===== config.mk =====
export PLATFORM = sky130hd
export DESIGN_NAME = wb8_interconnect
export DESIGN_NICKNAME = d
export VERILOG_FILES = /design/src/rtl/wb8_pkg.sv /design/src/rtl/wb8_rr_arbiter.sv /design/src/rtl/wb8_interconnect.sv
export SDC_FILE = /design/constraint.sdc
export NUM_CORES = 1
export LEC_CHECK = 0
export ABC_AREA = 1
export CAP_MARGIN = 20
export CELL_PAD_IN_SITES_DETAIL_PLACEMENT = 2
export CELL_PAD_IN_SITES_GLOBAL_PLACEMENT = 2
export CORE_AREA = 5 5 159 161
export DETAILED_ROUTE_END_ITERATION = 16
export DIE_AREA = 0 0 164 166
export PLACE_DENSITY_LB_ADDON = 0.08
export SYNTH_ARGS = -nofsm -noshare
export SYNTH_HDL_FRONTEND = slang
export SYNTH_SLANG_ARGS = --single-unit

===== constraint.sdc =====
create_clock -name I_wb_clk -period 4.05 [get_ports I_wb_clk]
set_input_delay 0.405 -clock I_wb_clk [delete_from_list [all_inputs] [get_ports I_wb_clk]]
set_output_delay 0.405 -clock I_wb_clk [all_outputs]
set_load 0.02 [all_outputs]

===== src/rtl/wb8_pkg.sv =====
// rtl/wb8_pkg.sv - shared widths, SPU32 address map and arbiter state type for the 8-bit Wishbone interconnect
package wb8_pkg;

    localparam int WB_DATA_W = 8;
    localparam int WB_ADDR_W = 32;

    // Standard SPU32 peripheral map (base / compare mask)
    localparam logic [31:0] ROM_BASE    = 32'hFFFF_F000;
    localparam logic [31:0] ROM_MASK    = 32'hFFFF_F800;
    localparam logic [31:0] UART_BASE   = 32'hFFFF_F800;
    localparam logic [31:0] UART_MASK   = 32'hFFFF_FF00;
    localparam logic [31:0] SPI_BASE    = 32'hFFFF_F900;
    localparam logic [31:0] SPI_MASK    = 32'hFFFF_FF00;
    localparam logic [31:0] TIMER_BASE  = 32'hFFFF_FD00;
    localparam logic [31:0] TIMER_MASK  = 32'hFFFF_FF00;
    localparam logic [31:0] GPIO_BASE   = 32'hFFFF_FE00;
    localparam logic [31:0] GPIO_MASK   = 32'hFFFF_FFF0;
    localparam logic [31:0] BUTTON_BASE = 32'hFFFF_FFE0;
    localparam logic [31:0] BUTTON_MASK = 32'hFFFF_FFF0;
    localparam logic [31:0] LEDS_BASE   = 32'hFFFF_FFF0;
    localparam logic [31:0] LEDS_MASK   = 32'hFFFF_FFF0;

    typedef enum logic {
        ARB_IDLE  = 1'b0,
        ARB_OWNED = 1'b1
    } arb_state_t;

    function automatic logic addr_match(input logic [31:0] adr,
                                        input logic [31:0] base,
                                        input logic [31:0] mask);
        return (adr & mask) == (base & mask);
    endfunction

endpackage


===== src/rtl/wb8_rr_arbiter.sv =====
// rtl/wb8_rr_arbiter.sv - round-robin bus ownership FSM for N masters
//
// Ports:
//   clk, rst_n  clock, asynchronous active-low reset
//   req[N]      per-master request (CYC)
//   rel         current owner gives up the bus this cycle
//   owner       index of the owning master
//   valid       an owner holds the bus
module wb8_rr_arbiter
    import wb8_pkg::*;
#(
    parameter int N = 2,
    localparam int IW = (N > 1) ? $clog2(N) : 1
) (
    input  logic          clk,
    input  logic          rst_n,
    input  logic [N-1:0]  req,
    input  logic          rel,
    output logic [IW-1:0] owner,
    output logic          valid
);

    arb_state_t    state, state_next;
    logic [IW-1:0] owner_q, owner_next;
    logic [IW-1:0] last_grant, last_next;
    logic [IW-1:0] rr_base, pick;
    logic [2*N-1:0] rr_dbl;
    logic [N-1:0]  rr_rot;
    logic          pick_found;
    int            rr_off;

    // Rotate the request vector so bit 0 is the master after rr_base; the
    // lowest set bit of the rotated vector is then the round-robin winner.
    // On a hand-off the outgoing owner becomes the search base directly.
    always_comb begin
        rr_base    = (state == ARB_OWNED) ? owner_q : last_grant;
        rr_dbl     = {req, req} >> (int'(rr_base) + 1);
        rr_rot     = rr_dbl[N-1:0];
        rr_off     = 0;
        pick_found = 1'b0;
        for (int k = N - 1; k >= 0; k--) begin
            if (rr_rot[k]) begin
                rr_off     = k;
                pick_found = 1'b1;
            end
        end
        pick = IW'((int'(rr_base) + 1 + rr_off) % N);
    end

    always_comb begin
        state_next = state;
        owner_next = owner_q;
        last_next  = last_grant;
        case (state)
            ARB_IDLE: begin
                if (pick_found) begin
                    owner_next = pick;
                    state_next = ARB_OWNED;
                end
            end
            ARB_OWNED: begin
                if (rel) begin
                    last_next = owner_q;
                    if (pick_found) begin
                        owner_next = pick;
                    end else begin
                        state_next = ARB_IDLE;
                    end
                end
            end
            default: state_next = ARB_IDLE;
        endcase
    end

    always_ff @(posedge clk or negedge rst_n) begin
        if (!rst_n) begin
            state      <= ARB_IDLE;
            owner_q    <= '0;
            last_grant <= IW'(N - 1);
        end else begin
            state      <= state_next;
            owner_q    <= owner_next;
            last_grant <= last_next;
        end
    end

    assign owner = owner_q;
    assign valid = (state == ARB_OWNED);

endmodule


===== src/rtl/wb8_interconnect.sv =====
// rtl/wb8_interconnect.sv - multi-master 8-bit Wishbone interconnect with address decode and bus watchdog
//
// Ports:
//   I_wb_clk, I_reset_n             clock, asynchronous active-low reset
//   I_m_cyc/stb/we/adr/dat          per-master request side (flattened)
//   O_m_dat/ack/stall               per-master response side (flattened)
//   O_s_adr/dat/we, O_s_stb         shared slave request, one-hot strobe
//   I_s_dat/ack/stall               per-slave response side (flattened)
//   O_err, O_err_adr                watchdog timeout pulse and address of the timed-out access
module wb8_interconnect
    import wb8_pkg::*;
#(
    parameter int                    NMASTERS       = 2,
    parameter int                    NSLAVES        = 8,
    parameter logic [32*NSLAVES-1:0] SLAVE_BASE     = {NSLAVES{32'h0}},
    parameter logic [32*NSLAVES-1:0] SLAVE_MASK     = {NSLAVES{32'h0}},
    parameter int                    DEFAULT_SLAVE  = NSLAVES - 1,
    parameter int                    TIMEOUT_CYCLES = 255,
    parameter logic [7:0]            ERR_DATA       = 8'hFF
) (
    input  logic                  I_wb_clk,
    input  logic                  I_reset_n,
    input  logic [NMASTERS-1:0]   I_m_cyc,
    input  logic [NMASTERS-1:0]   I_m_stb,
    input  logic [NMASTERS-1:0]   I_m_we,
    input  logic [32*NMASTERS-1:0] I_m_adr,
    input  logic [8*NMASTERS-1:0] I_m_dat,
    output logic [8*NMASTERS-1:0] O_m_dat,
    output logic [NMASTERS-1:0]   O_m_ack,
    output logic [NMASTERS-1:0]   O_m_stall,
    output logic [31:0]           O_s_adr,
    output logic [7:0]            O_s_dat,
    output logic                  O_s_we,
    output logic [NSLAVES-1:0]    O_s_stb,
    input  logic [8*NSLAVES-1:0]  I_s_dat,
    input  logic [NSLAVES-1:0]    I_s_ack,
    input  logic [NSLAVES-1:0]    I_s_stall,
    output logic                  O_err,
    output logic [31:0]           O_err_adr
);

    localparam int          MW      = (NMASTERS > 1) ? $clog2(NMASTERS) : 1;
    localparam int          SW      = (NSLAVES > 1) ? $clog2(NSLAVES) : 1;
    localparam logic [15:0] TO_LAST = 16'(TIMEOUT_CYCLES - 1);

    logic [MW-1:0] owner;
    logic          granted, rel;
    logic          own_cyc, own_stb, own_we;
    logic [31:0]   own_adr;
    logic [7:0]    own_dat;
    logic [SW-1:0] sel;
    logic          s_ack, s_stall;
    logic [7:0]    s_dat;
    logic          outstanding;
    logic [31:0]   out_adr;
    logic [15:0]   to_cnt;
    logic          qual_ack, timeout_fire, issue;

    wb8_rr_arbiter #(.N(NMASTERS)) u_arb (
        .clk   (I_wb_clk),
        .rst_n (I_reset_n),
        .req   (I_m_cyc),
        .rel   (rel),
        .owner (owner),
        .valid (granted)
    );

    always_comb begin
        own_cyc = I_m_cyc[owner];
        own_stb = I_m_stb[owner];
        own_we  = I_m_we[owner];
        own_adr = I_m_adr[32*owner +: 32];
        own_dat = I_m_dat[8*owner +: 8];
    end

    // Scan downwards so the lowest-index match is the one left standing.
    always_comb begin
        sel = SW'(DEFAULT_SLAVE);
        for (int i = NSLAVES - 1; i >= 0; i--) begin
            if (addr_match(own_adr, SLAVE_BASE[32*i +: 32], SLAVE_MASK[32*i +: 32])) begin
                sel = SW'(i);
            end
        end
    end

    assign s_ack   = I_s_ack[sel];
    assign s_stall = I_s_stall[sel];
    assign s_dat   = I_s_dat[8*sel +: 8];

    // A slave ack only counts against an access we actually issued, so late
    // acks after a timeout are swallowed here.
    assign qual_ack     = granted & outstanding & s_ack;
    assign timeout_fire = granted & (own_stb | outstanding) & (to_cnt == TO_LAST) & ~qual_ack;
    assign issue        = granted & own_stb & ~s_stall & ~timeout_fire;
    assign rel          = ~own_cyc & ~outstanding;

    always_comb begin
        O_m_dat   = '0;
        O_m_ack   = '0;
        O_m_stall = '1;
        O_s_stb   = '0;
        if (granted) begin
            O_m_dat[8*owner +: 8] = timeout_fire ? ERR_DATA : s_dat;
            O_m_ack[owner]        = qual_ack | timeout_fire;
            O_m_stall[owner]      = s_stall;
            O_s_stb[sel]          = own_stb & ~timeout_fire;
        end
    end

    assign O_s_adr = own_adr;
    assign O_s_dat = own_dat;
    assign O_s_we  = own_we;
    assign O_err   = timeout_fire;

    always_ff @(posedge I_wb_clk or negedge I_reset_n) begin
        if (!I_reset_n) begin
            outstanding <= 1'b0;
            out_adr     <= '0;
            to_cnt      <= '0;
            O_err_adr   <= '0;
        end else begin
            if (issue) begin
                outstanding <= 1'b1;
                out_adr     <= own_adr;
            end else if (qual_ack | timeout_fire) begin
                outstanding <= 1'b0;
            end

            if (!granted || rel || qual_ack || timeout_fire) begin
                to_cnt <= '0;
            end else if (own_stb | outstanding) begin
                to_cnt <= to_cnt + 16'd1;
            end

            // A still-stalled access never latched its address, so report the live one.
            if (timeout_fire) begin
                O_err_adr <= outstanding ? out_adr : own_adr;
            end
        end
    end

endmodule


# Word-level counts from Yosys, hierarchy flattened
# Cells that the tools add are included.
# Widths: inputs -> output; s select.
# op_classes
n_addsub	4
magnitude_cmp	2
eq_ne	2
shifts	5
mux	29
n_bitwise	22
n_reduce_logical	8
# op_table
operator	n
$shiftx 64x7->32	1
$mux 16	3
$neg 4->34	1
$shift 8x34->16 const A	1
$shiftx 8x34->16	1
$mux 32	1
$mux 1	19
$add 16x1->16 const B	1
$and 16x16->16	1
$eq 16x8->1 const B	1
$shiftx 16x5->8	1
$and 1x1->1	10
$mux 8	1
$not 1->1	6
$mux 2	2
$pmux 1 s2	2
$reduce_bool 2->1	2
$shr 4x2->2	1
$logic_or 1x1->1	3
$add 1x1->2 const B	1
$and 2x2->2	1
$lt 1x2->1 const B	1
$ne 2x2->1 const B	1
$not 2->2	1
other kinds (8)	9
# word_totals
register_bits	84
output_inout_bits	102
word_cells	79

# Longest topological paths before layout
# Gate-level depths: netlist (run 1).
# depth
ltp_word	10
mapped_depth	11
depth_no_buf	10

# Cells and area by module
# From an unflattened synthesis (run 1), not the netlist that was laid out.
# hier_totals
hier_cells	671
area_unflattened_um2	4714.5
# modules_own_cells
module	n_inst	cells_per_inst	area_per_inst_um2
wb8_interconnect	1	650	4563.1
wb8_rr_arbiter	1	21	151.4

# Worst setup path before layout (run 1)
# Ideal clock, no wire load.
# synth_timing
kind	register -> output
start	register to_cnt[0]
end	output port O_m_dat[0]
arrival_ps	1653
path_slack_ps	1992
path_stages_with_launch	9
n_path_buf	0
cell_sequence	dfrtp_1 -> inv_1 -> ha_1 -> nand4_1 -> nor2_1 -> nand3_1 -> nor2_2 -> nor2_1 -> nor2_1
# synth_between
elab_chain_len	7
# synth_lines
element	line_no	rtl
start, declared	wb8_interconnect.sv:56	logic [15:0] to_cnt;
start signal, assigned	wb8_interconnect.sv:132	to_cnt <= to_cnt + 16'd1;
$eq 16x8->1	wb8_interconnect.sv:93	assign timeout_fire = granted & (own_stb | outstanding) & (to_cnt == TO_LAST) & ~qual_ack;
$and 1x1->1 (2 in a row)	wb8_interconnect.sv:93	
net O_err	wb8_interconnect.sv:38	output logic O_err,
$mux 8	wb8_interconnect.sv:103	O_m_dat[8*owner +: 8] = timeout_fire ? ERR_DATA : s_dat;
$shiftx 8x34->16	wb8_interconnect.sv:103	
$and 16x16->16 (no line)	--	
$mux 16	wb8_interconnect.sv:102	if (granted) begin
end, declared	wb8_interconnect.sv:28	output logic [8*NMASTERS-1:0] O_m_dat,
# The timed path passes the listed nets, and every way through them passes these cells.

# Worst setup path in the final report (run 1)
# layout_timing
start	register u_arb.owner_q, in the netlist u_arb.owner
end	output port O_m_dat[13]
# layout_between
elab_chain_len	10
elab_cells_between_ends	12
classes_between	add/sub: 1; shift: 2; mux: 4; bitwise: 5
# layout_lines
element	line_no	rtl
start, declared	wb8_rr_arbiter.sv:24	logic [IW-1:0] owner_q, owner_next;
start signal, assigned	wb8_rr_arbiter.sv:82	owner_q <= owner_next;
$mux 1 (not written as such) (2 in a row)	wb8_interconnect.sv:70	own_stb = I_m_stb[owner];
$or 1x1->1	wb8_interconnect.sv:93	
$and 1x1->1 (3 in a row)	wb8_interconnect.sv:93	
$mux 8	wb8_interconnect.sv:103	
$shiftx 8x34->16	wb8_interconnect.sv:103	
$and 16x16->16 (no line) (*)	--	
$mux 16 (*)	wb8_interconnect.sv:102	
# Every way passes the cells marked *; elsewhere a longest branch is shown, timed or not. The select of a mux whose other input is x is not followed.

==> out/results.ini, run 1 <==
[outcome]
outcome = finished clean

[cells_and_area]
final_common_cell = nand2_1
final_nets = 1004
final_layout_size_suffix_gt1_frac = 0.08343
final_cell_mix = nand2_1, clkdlybuf4s50_1, dfrtp_1
final_cell_area_um2 = 7300
areaGrowthSynthToFinish_pct = 50.17
antenna_cells = 0

[die]
fp.dieW_um = 164
start_util = 0.2041
fp.dieH_um = 166
pin_count = 270
rows = 57
core_area_um2 = 23820
die-area_um2 = 27220

[clock_tree]
clk_path_buf_depth = 2
ctsRootBufferMaster = clkbuf_16
clkLatencyLatePin_ns = 0.34
cts_buffers = 9
clkTransAtPathRegs_ns = 0.06
cts_tree = yes
cts_resized = 0
cts-htree-levels = 3
cts_hold_buf = 0
cts_setup_buffers = 0
clkSinkCount = 84

[sta]
finalHoldViolCount = 0
rsz0062_at_grt = false
slew_viol_final = 0
fin_setup_tns_ns = 0
setup_violations = 0
fmax_ghz = 0.3001
worst_slew_pin_slew_ns = 0.8706
period_needed_ns = 3.332
post-route-period-util = 0.8228
finalClockSkew_ns = 0.008150
slew_headroom = 0.4196

[place]
dp_hpwl_mm = 14.68
port_buffers = 192
place.gp.congestion = 0.7506
place_area_um2 = 6983

[power_and_ir_drop]
p_per_area_nw_per_um2 = 579.6
peakVddDrop_mv = 0.2196
p_leak_nw = 3.311

[setup_path]
path_class = reg -> out
r2r-start = u_arb.owner
r2r_slack_ns = 1.35
critPathMostFrequentCell = nor2_1
crit_slowest_cell = dfrtp_2
reg2reg_depth = 8
critPathLaunchType = flip-flop
worstPathArrival_ns = 2.93
cp_num_buf_inv = 1
path_max_fanout = 24
crit_family = simple AND/OR/NAND/NOR gates
critPathMaxStageDelay_ns = 0.70
r2r-end = out_adr[3]
cp-end-kind = output port
critPathRequiredTime_ns = 3.64
crit_chain = nand2_1 > nand3_2 > nand3_1 > nor2_2 > nor2_1 > nor2_1 > clkdlybuf4s50_1

[logic_synthesis]
yosysTopAreaCell = dfrtp_1
synth_cells = 660
synth_top_area_share = 0.4273
synth.area.top_cells = dfrtp_1, nand2_1, nand3_1
synth_area_um2 = 4861
yosys.cell_types.count = 31
yosysSeqAreaShare = 0.4327
synth_seq_cells = 84
ys_warn_count = 0
avgSynthCellArea_um2 = 7.365

[global_route]
grt_remaining_overflow = 0
grt_start_max_net_pins = 64
grt_pass1_vias = 5685
grt_pass1_wl_mm = 31.71
groute.usage.overall = 0.1469
antenna_found_initial = 0

[drt]
drt_wl_total_mm = 19.94
drt_iter0_drc = 152
first_pass_iters = 4
vias = 5049
drc = 0
viasPerCell = 4.341
wl_per_cell_um = 17.15
ant_nets = 0

[flow_run]
max_cap_violations = 0

[min_path]
hold_class = in -> async

per-layer routing:
metal | up-vias | GRT usage | share of wire
li1 | 2451 | - | -
met1 | 2508 | 0.1768 | 0.42
met2 | 77 | 0.2680 | 0.53
met3 | 13 | 0.03177 | 0.034
met4 | 0 | 0.02918 | 0.0086
met5 | - | 0 | 0
flip-flops by register name (all words and copies together) (netlist names):
name              flops
to_cnt               16
O_err_adr            32
u_arb.last_grant      1
out_adr              32
u_arb.owner           1
outstanding           1
u_arb.valid           1
cell usage after synthesis:
cell type	count
nand2_1	266
dfrtp_1	83
nand3_1	73
nor2_1	61
o21ai_2	32
o21ai_0	29
inv_1	19
buf_4	11
buf_6	11
nand4_1	10
buf_2	8
xor2_1	8
a21oi_1	7
buf_1	6
clkbuf_1	6
o21bai_1	4
inv_2	3
nand3_2	3
nor2_2	3
o21ai_1	3
ha_1	2
nand2_2	2
nor2_4	2
a31oi_1	1
and2_1	1
conb_1	1
dfstp_2	1
nor3_1	1
o31ai_1	1
or2_2	1
xnor2_1	1
final cells by class:
| cell class | instances | area (um2) |
|---|---|---|
| fillers | 2828 | 16520 |
| multi-input cells | 518 | 2419 |
| well taps | 324 | 405.4 |
| clock buffers | 11 | 232.7 |
| inverters | 22 | 82.58 |
| flip-flops and latches | 84 | 2105 |
| clock inverters | 5 | 83.83 |
| repair buffers | 199 | 1972 |
worst max path at each step:
stage | from | endpoint | slack [ns] | depth (start not counted)
after floorplan | to_cnt[0] | O_m_dat[0] | 1.99 | 8
after global placement | I_m_stb[1] | O_m_dat[8] | 1.05 | 8
after detailed placement | I_m_stb[1] | O_m_dat[13] | 0.95 | 8
after CTS | u_arb.owner | O_m_dat[13] | 0.59 | 7
after global routing | u_arb.owner | O_m_dat[13] | 0.36 | 7
final | u_arb.owner | O_m_dat[13] | 0.72 | 7
worst reg2reg max path: stages (launching register included):
cell and delay [ns]:
dfrtp_2 0.70, nand2_1 0.17, nand3_2 0.29, nand2_1 0.11, inv_2 0.09, nand3_4 0.31
nand2_2 0.74, nand2_1 0.14, nand2_1 0.09
logic make-up (layout without fill, tap and decap cells):
kind of cell	count (synthesis)	in the layout	share of synthesized area
AND/OR/NAND/NOR	423	423	0.3614
flip-flops	84	84	0.4327
AO/OA/AOI/OAI	77	77	0.1068
buffers and inverters	64	237	0.07696
XOR/XNOR	9	9	0.01622
adder cells (fa/ha/maj)	2	2	0.005147
other	1	7	0.0007715
per-stage QoR:
stage          cells  hold WS, ns  worst slack [ns]    util  power [mW]
2_1_floorplan    666       0.1094             1.992       -       2.415
3_3_place_gp    1147       0.4486             1.051  0.2932       3.336
3_5_place_dp    1147       0.4543            0.9500  0.2932       3.427
4_1_cts         1163       0.2079            0.5862  0.3064       4.353
5_1_grt         1163       0.2484            0.3630  0.3064       4.566
6_report        1163       0.1804            0.7177  0.3064       4.231
power breakdown:
part / switching (mW) / total, mW / leakage, nW / internal (mW)
clock network: 0.352 / 0.896 / 0.146 / 0.543
logic: 1.37 / 2.17 / 2.05 / 0.800
registers: 0.151 / 1.16 / 1.12 / 1.01
total: 1.88 / 4.23 / 3.31 / 2.35
Power figures use the tool's default switching activity.
==> run 2, diff against run 1 <==
Settings changed: CORE_AREA 5 5 159 161 to 5 5 171 173, DIE_AREA 0 0 164 166 to 0 0 176 178.
Clock period 4.05 ns to 2.8 ns, I/O delays scaled along.
==> run 2 against run 1 <==
Via count increased by 0.73%. Worst setup slack got worse by 0.53 ns. Sequential cell count unchanged. Worst hold slack got worse by 0.15 ns. Clock skew increased by 0.0040 ns. Routed wire length increased by 4.5%. Register-to-register slack got worse by 0.78 ns. Sequential power increased by 39%. Combinational power increased by 49%. Critical path type unchanged. First-iteration DRC count increased by 29%. Critical path depth increased by 3.
==> out/results.ini, run 2 (synthesized netlist as in run 1, its figures left out) <==
[setup_path]
path_max_fanout = 8
r2r_slack_ns = 0.57
critPathRequiredTime_ns = 2.52
cp-end-kind = output port
r2r-start = outstanding
r2r-end = to_cnt[0]
worstPathArrival_ns = 2.34
path_class = reg -> out
reg2reg_depth = 7
crit_path_start = to_cnt[0]
cp-endpoint = O_m_dat[3]
critPathLaunchType = flip-flop

[cells_and_area]
final_nets = 1013
largestRegisters = O_err_adr x32, out_adr x32, to_cnt x16
final_layout_size_suffix_gt1_frac = 0.09552
antenna_cells = 0
final_cell_mix = nand2_1, clkdlybuf4s50_1, dfrtp_1
areaGrowthSynthToFinish_pct = 51.89
final_common_cell = nand2_1
fillers = 3188

[place]
place.gp.congestion = 0.7637
dp_hpwl_mm = 15.38
port_buffers = 192
pre_cts_ws_ns = 0.2211

[drt]
wl_per_cell_um = 17.45
ant_nets = 0
vias = 5086
viasPerCell = 4.260
drc = 0
drt_wl_total_mm = 20.83
first_pass_iters = 4
drt_iter0_drc = 196

[global_route]
antenna_found_initial = 0
grt_pass1_vias = 5834
grt_start_max_net_pins = 76
groute.usage.overall = 0.1341
grt_remaining_overflow = 0
grt_pass1_wl_mm = 32.83

[outcome]
outcome = finished clean

[die]
pin_count = 270
fp.dieW_um = 176
die-area_um2 = 31330
start_util = 0.1769
core_area_um2 = 27480
rows = 61
fp.dieH_um = 178

[clock_tree]
clkSinkCount = 84
cts-htree-levels = 3
clk_path_buf_depth = 2
clkLatencyLatePin_ns = 0.36
ctsRootBufferMaster = clkbuf_16
cts_buffers = 9
clkTransAtPathRegs_ns = 0.07
cts_tree = yes

[min_path]
hold_class = in -> async

[flow_run]
max_cap_violations = 0

[sta]
setup_violations = 0
worst_slew_pin_slew_ns = 0.8347
period_needed_ns = 2.615
finalClockSkew_ns = 0.01215
post-route-period-util = 0.9340
fin_ws_ns = 0.1847
finalHoldViolCount = 0
slew_viol_final = 0
slew_headroom = 0.4436
fmax_ghz = 0.3824
fin_setup_tns_ns = 0
rsz0062_at_grt = false

[power_and_ir_drop]
p_leak_nw = 3.468
p_per_area_nw_per_um2 = 816.7
peakVddDrop_mv = 0.2678

[run 2: cell types whose count changed in the layout (fill, tap and decap cells not counted), moves of 2 or more]
cell             before  now
buf_12                0    2
buf_4                 8   15
bufinv_16             2    0
clkbuf_1              2    0
clkdlybuf4s15_1       0    2
clkdlybuf4s50_1     191  172
clkinv_2              0    2
clkinvlp_4            2    0
dlygate4sd2_1         0   13
dlymetal6s2s_1        0    4
inv_6                 1    4
[run 2: how the worst min path moves through the flow]
stage | from | depth (start not counted) | end | slack [ns]
5_1_grt | I_reset_n | 1 | to_cnt[2] | 0.1
3_3_place_gp | I_reset_n | 1 | to_cnt[2] | 0.43
3_5_place_dp | I_reset_n | 1 | to_cnt[2] | 0.44
2_1_floorplan | I_reset_n | 0 | O_err_adr[0] | -0.02
4_1_cts | I_reset_n | 1 | to_cnt[2] | 0.05
6_report | I_reset_n | 1 | to_cnt[2] | 0.03
[run 2: what timing repair did]
| item | 4_1_cts | 5_1_grt |
|---|---|---|
| buffers inserted | 1 | 3 |
| hold buffers | 0 | 0 |
| pin swaps | 0 | 1 |
| endpoints found under the setup margin | 17 | 4 |
| resized for setup | 16 | 6 |
[run 2: metal layers]
| layer | routed length [um] | vias to the layer above | part of all wire | track usage |
|---|---|---|---|---|
| met1 | 8694 | 2518 | 0.42 | 0.1578 |
| met3 | 850 | 13 | 0.041 | 0.03646 |
| met4 | 176 | 0 | 0.0084 | 0.02307 |
| met2 | 11110 | 80 | 0.53 | 0.2475 |
| li1 | - | 2475 | - | - |
| met5 | 0 | - | 0 | 0 |
[run 2: critical path, stage by stage (launching register included)]
cell             delay (ns)
dfrtp_1                0.43
inv_1                  0.11
ha_1                   0.20
nand4_1                0.11
nor2_1                 0.11
nand3_1                0.13
nor2_4                 0.23
buf_4                  0.16
nor2_1                 0.05
nor2_1                 0.12
clkdlybuf4s15_1        0.34
[run 2: report_power, final]
part           internal, mW  switching [mW]
clock network         0.618           0.573
registers              1.46           0.145
logic                  1.15            2.08
total                  3.23            2.80
[run 2: area by class of cell]
class / instances / area (um2) / share of cell area
Timing Repair Buffer: 208 / 2058 / 0.2788
Sequential cell: 84 / 2105 / 0.2850
Clock buffer: 9 / 225.2 / 0.03050
Tap cell: 346 / 432.9 / 0.05863
Inverter: 22 / 82.58 / 0.01118
Multi-Input combinational cell: 518 / 2424 / 0.3282
Clock inverter: 7 / 56.30 / 0.007626
[run 2: stage by stage]
| step | instance area (um2) | util | hold slack (ns) | std cells | total power, mW |
|---|---|---|---|---|---|
| after CTS | 7348 | 0.2674 | 0.05395 | 1191 | 6.219 |
| after detailed placement | 7073 | 0.2574 | 0.4417 | 1174 | 5.011 |
| after global placement | 7073 | 0.2574 | 0.4271 | 1174 | 4.917 |
| final | 7383 | 0.2687 | 0.03357 | 1194 | 6.030 |
| after floorplan | 4883 | - | -0.01559 | 666 | 3.494 |
| after global routing | 7383 | 0.2687 | 0.09701 | 1194 | 6.536 |
==> run 3, diff against run 2 <==
Settings changed: CORE_AREA 5 5 171 173 to 5 5 132 229, DIE_AREA 0 0 176 178 to 0 0 137 234, SYNTH_HIERARCHICAL from default to 1.
==> run 3 against run 2 <==
First-iteration DRC count is 48% lower. Non-clock buffer count up 1. Sequential power is essentially flat. Critical path type unchanged.
==> out/results.ini, run 3 <==
[global_route]
grt_remaining_overflow = 0
antenna_found_initial = 0
grt_pass1_wl_mm = 34.81
grt_start_max_net_pins = 61
grt_pass1_vias = 5987
groute.usage.overall = 0.1431

[drt]
viasPerCell = 4.143
drt_wl_total_mm = 22.44
drc = 0
wl_per_cell_um = 18.09
first_pass_iters = 4
ant_nets = 0
vias = 5137
drt_iter0_drc = 102

[logic_synthesis]
synth_edf_count = 0
synth.area.top_cells = dfrtp_1, nand2_1, nand3_1
synth_top_family_by_area = simple AND/OR/NAND/NOR gates
synth-adder-area-share = 0.005308
yosysSeqAreaShare = 0.4461
synth_top_area_share = 0.4406
synth_seq_cells = 84
synth_cells = 671
yosys.cell_types.count = 30
avgSynthCellArea_um2 = 7.026
ys_warn_count = 6
synthArstFlopShare = 1.000
synth_ff_type = dfrtp_1
synth_area_um2 = 4715
yosysMostFrequentCell = nand2_1
synthMuxAreaShare = 0
synth_common_cells = nand2_1, dfrtp_1, nand3_1
yosysTopAreaCell = dfrtp_1
synth_xor_area_frac = 0.01672
synth-compound-area-share = 0.08307
synth-simple-area-share = 0.3790

[min_path]
hold_class = reg -> reg
min_to = out_adr[16]
min-delay-start = out_adr[16]
whs_path_depth = 2

[clock_tree]
clkSinkCount = 84
cts_tree = yes
clkLatencyLatePin_ns = 0.36
clkTransAtPathRegs_ns = 0.07
ctsRootBufferMaster = clkbuf_16
cts_buffers = 9
cts-htree-levels = 3
clk_path_buf_depth = 2

[setup_path]
critPathLaunchType = flip-flop
reg2reg_depth = 7
cp-end-kind = output port
worstPathArrival_ns = 2.37
path_class = reg -> out
r2r-end = to_cnt[8]
r2r_slack_ns = 0.80
path_max_fanout = 10
r2r-start = outstanding
critPathRequiredTime_ns = 2.52

[place]
port_buffers = 192
place.gp.congestion = 0.7569
dp_cells = 1222
dp_hpwl_mm = 16.67

[cells_and_area]
areaGrowthSynthToFinish_pct = 56.10
final_cells = 1240
final_nets = 1027
antenna_cells = 0
final_cell_mix = nand2_1, clkdlybuf4s50_1, dfrtp_1
final_layout_size_suffix_gt1_frac = 0.05684
largestRegisters = O_err_adr x32, out_adr x32, to_cnt x16
final_common_cell = nand2_1
fillers = 3319

[sta]
worst_slew_pin_slew_ns = 0.7012
post-route-period-util = 0.9471
setup_violations = 0
fmax_ghz = 0.3771
period_needed_ns = 2.652
slew_viol_final = 0
finalHoldViolCount = 0
rsz0062_at_grt = false
finalClockSkew_ns = 0.01058
slew_headroom = 0.5325
fin_setup_tns_ns = 0

[power_and_ir_drop]
p_per_area_nw_per_um2 = 840.8
p_leak_nw = 3.419
peakVddDrop_mv = 0.3180

[die]
pin_count = 270
rows = 82
fp.dieH_um = 234
fp.dieW_um = 137
die-area_um2 = 32060
core_area_um2 = 28210
start_util = 0.1671

[flow_run]
max_cap_violations = 0

[outcome]
outcome = finished clean

-- run 3: cell count changes in the layout (fill, tap and decap cells not counted), moves of 3 or more --
cell	before	now
a21oi_1	7	2
dlygate4sd2_1	13	16
inv_1	19	25
nand2_1	266	272
nand4_1	10	4
nor2_1	61	71
o21ai_0	29	48
o21ai_1	3	18
o21ai_2	32	0
-- run 3: power by group --
part	switching, mW	internal [mW]
registers	0.154	1.47
logic	2.09	1.18
clock network	0.586	0.706
total	2.83	3.35
-- run 3: per-layer routing --
layer / track usage / vias up / part of all wire
met2: 0.2753 / 95 / 0.57
met5: 0 / - / 0
met3: 0.03242 / 13 / 0.041
met4: 0.03308 / 0 / 0.010
met1: 0.1561 / 2537 / 0.38
li1: - / 2492 / -
-- run 3: kinds of logic (layout without fill, tap and decap cells) --
family	Yosys count	after routing
compound gates	75	75
xor+xnor	9	9
fa+ha+maj	2	2
buf+inv	68	253
flops	84	84
other cells	1	7
simple gates	432	432
-- run 3: worst max-delay path by stage --
stage / depth (start not counted) / startpoint / endpoint / slack, ns
CTS: 9 / to_cnt[0] / O_m_ack[0] / 0.08
global placement: 8 / I_m_stb[1] / O_m_dat[14] / 0.31
detailed placement: 9 / to_cnt[0] / O_m_dat[3] / 0.21
global route: 8 / to_cnt[0] / O_err / 0.03
floorplan: 8 / to_cnt[0] / O_m_dat[0] / 0.94
finish: 8 / to_cnt[0] / O_err / 0.15
-- run 3: repair_timing --
action,4_1_cts,5_1_grt
pin swaps,1,0
endpoints found under the setup margin,16,2
setup buffers,1,0
endpoints found under the hold margin,43,0
gates resized for setup,16,2
hold buffers,1,0
cloned,0,0
-- run 3: layout make-up --
| class | count | area (um2) | area share |
|---|---|---|---|
| Sequential cell | 84 | 2105 | 0.2860 |
| Clock buffer | 9 | 225.2 | 0.03060 |
| Tap cell | 378 | 473.0 | 0.06426 |
| Clock inverter | 7 | 78.83 | 0.01071 |
| Timing Repair Buffer | 209 | 2059 | 0.2798 |
| Multi-Input combinational cell | 525 | 2313 | 0.3143 |
| Inverter | 28 | 105.1 | 0.01428 |
-- run 3: critical path, cell delays in order, from the launching register on --
cell,delay (ns)
dfrtp_1,0.40
inv_1,0.11
ha_1,0.18
nand3_1,0.10
nor2_2,0.17
nand3_1,0.15
nor2_4,0.16
buf_12,0.14
clkdlybuf4s50_1,0.60
-- run 3: stage by stage --
| step | util | power, mW | instance area, um2 | setup WS [ns] | hold WS [ns] |
|---|---|---|---|---|---|
| after global placement | 0.2495 | 4.990 | 7041 | 0.3112 | 0.3672 |
| after detailed placement | 0.2495 | 5.086 | 7041 | 0.2097 | 0.3891 |
| after floorplan | - | 3.513 | 4737 | 0.9446 | -0.01559 |
| final | 0.2608 | 6.188 | 7360 | 0.1481 | 0.4706 |
| after global routing | 0.2608 | 6.715 | 7360 | 0.02760 | 0.5002 |
| after CTS | 0.2607 | 6.382 | 7355 | 0.07569 | 0.4752 |
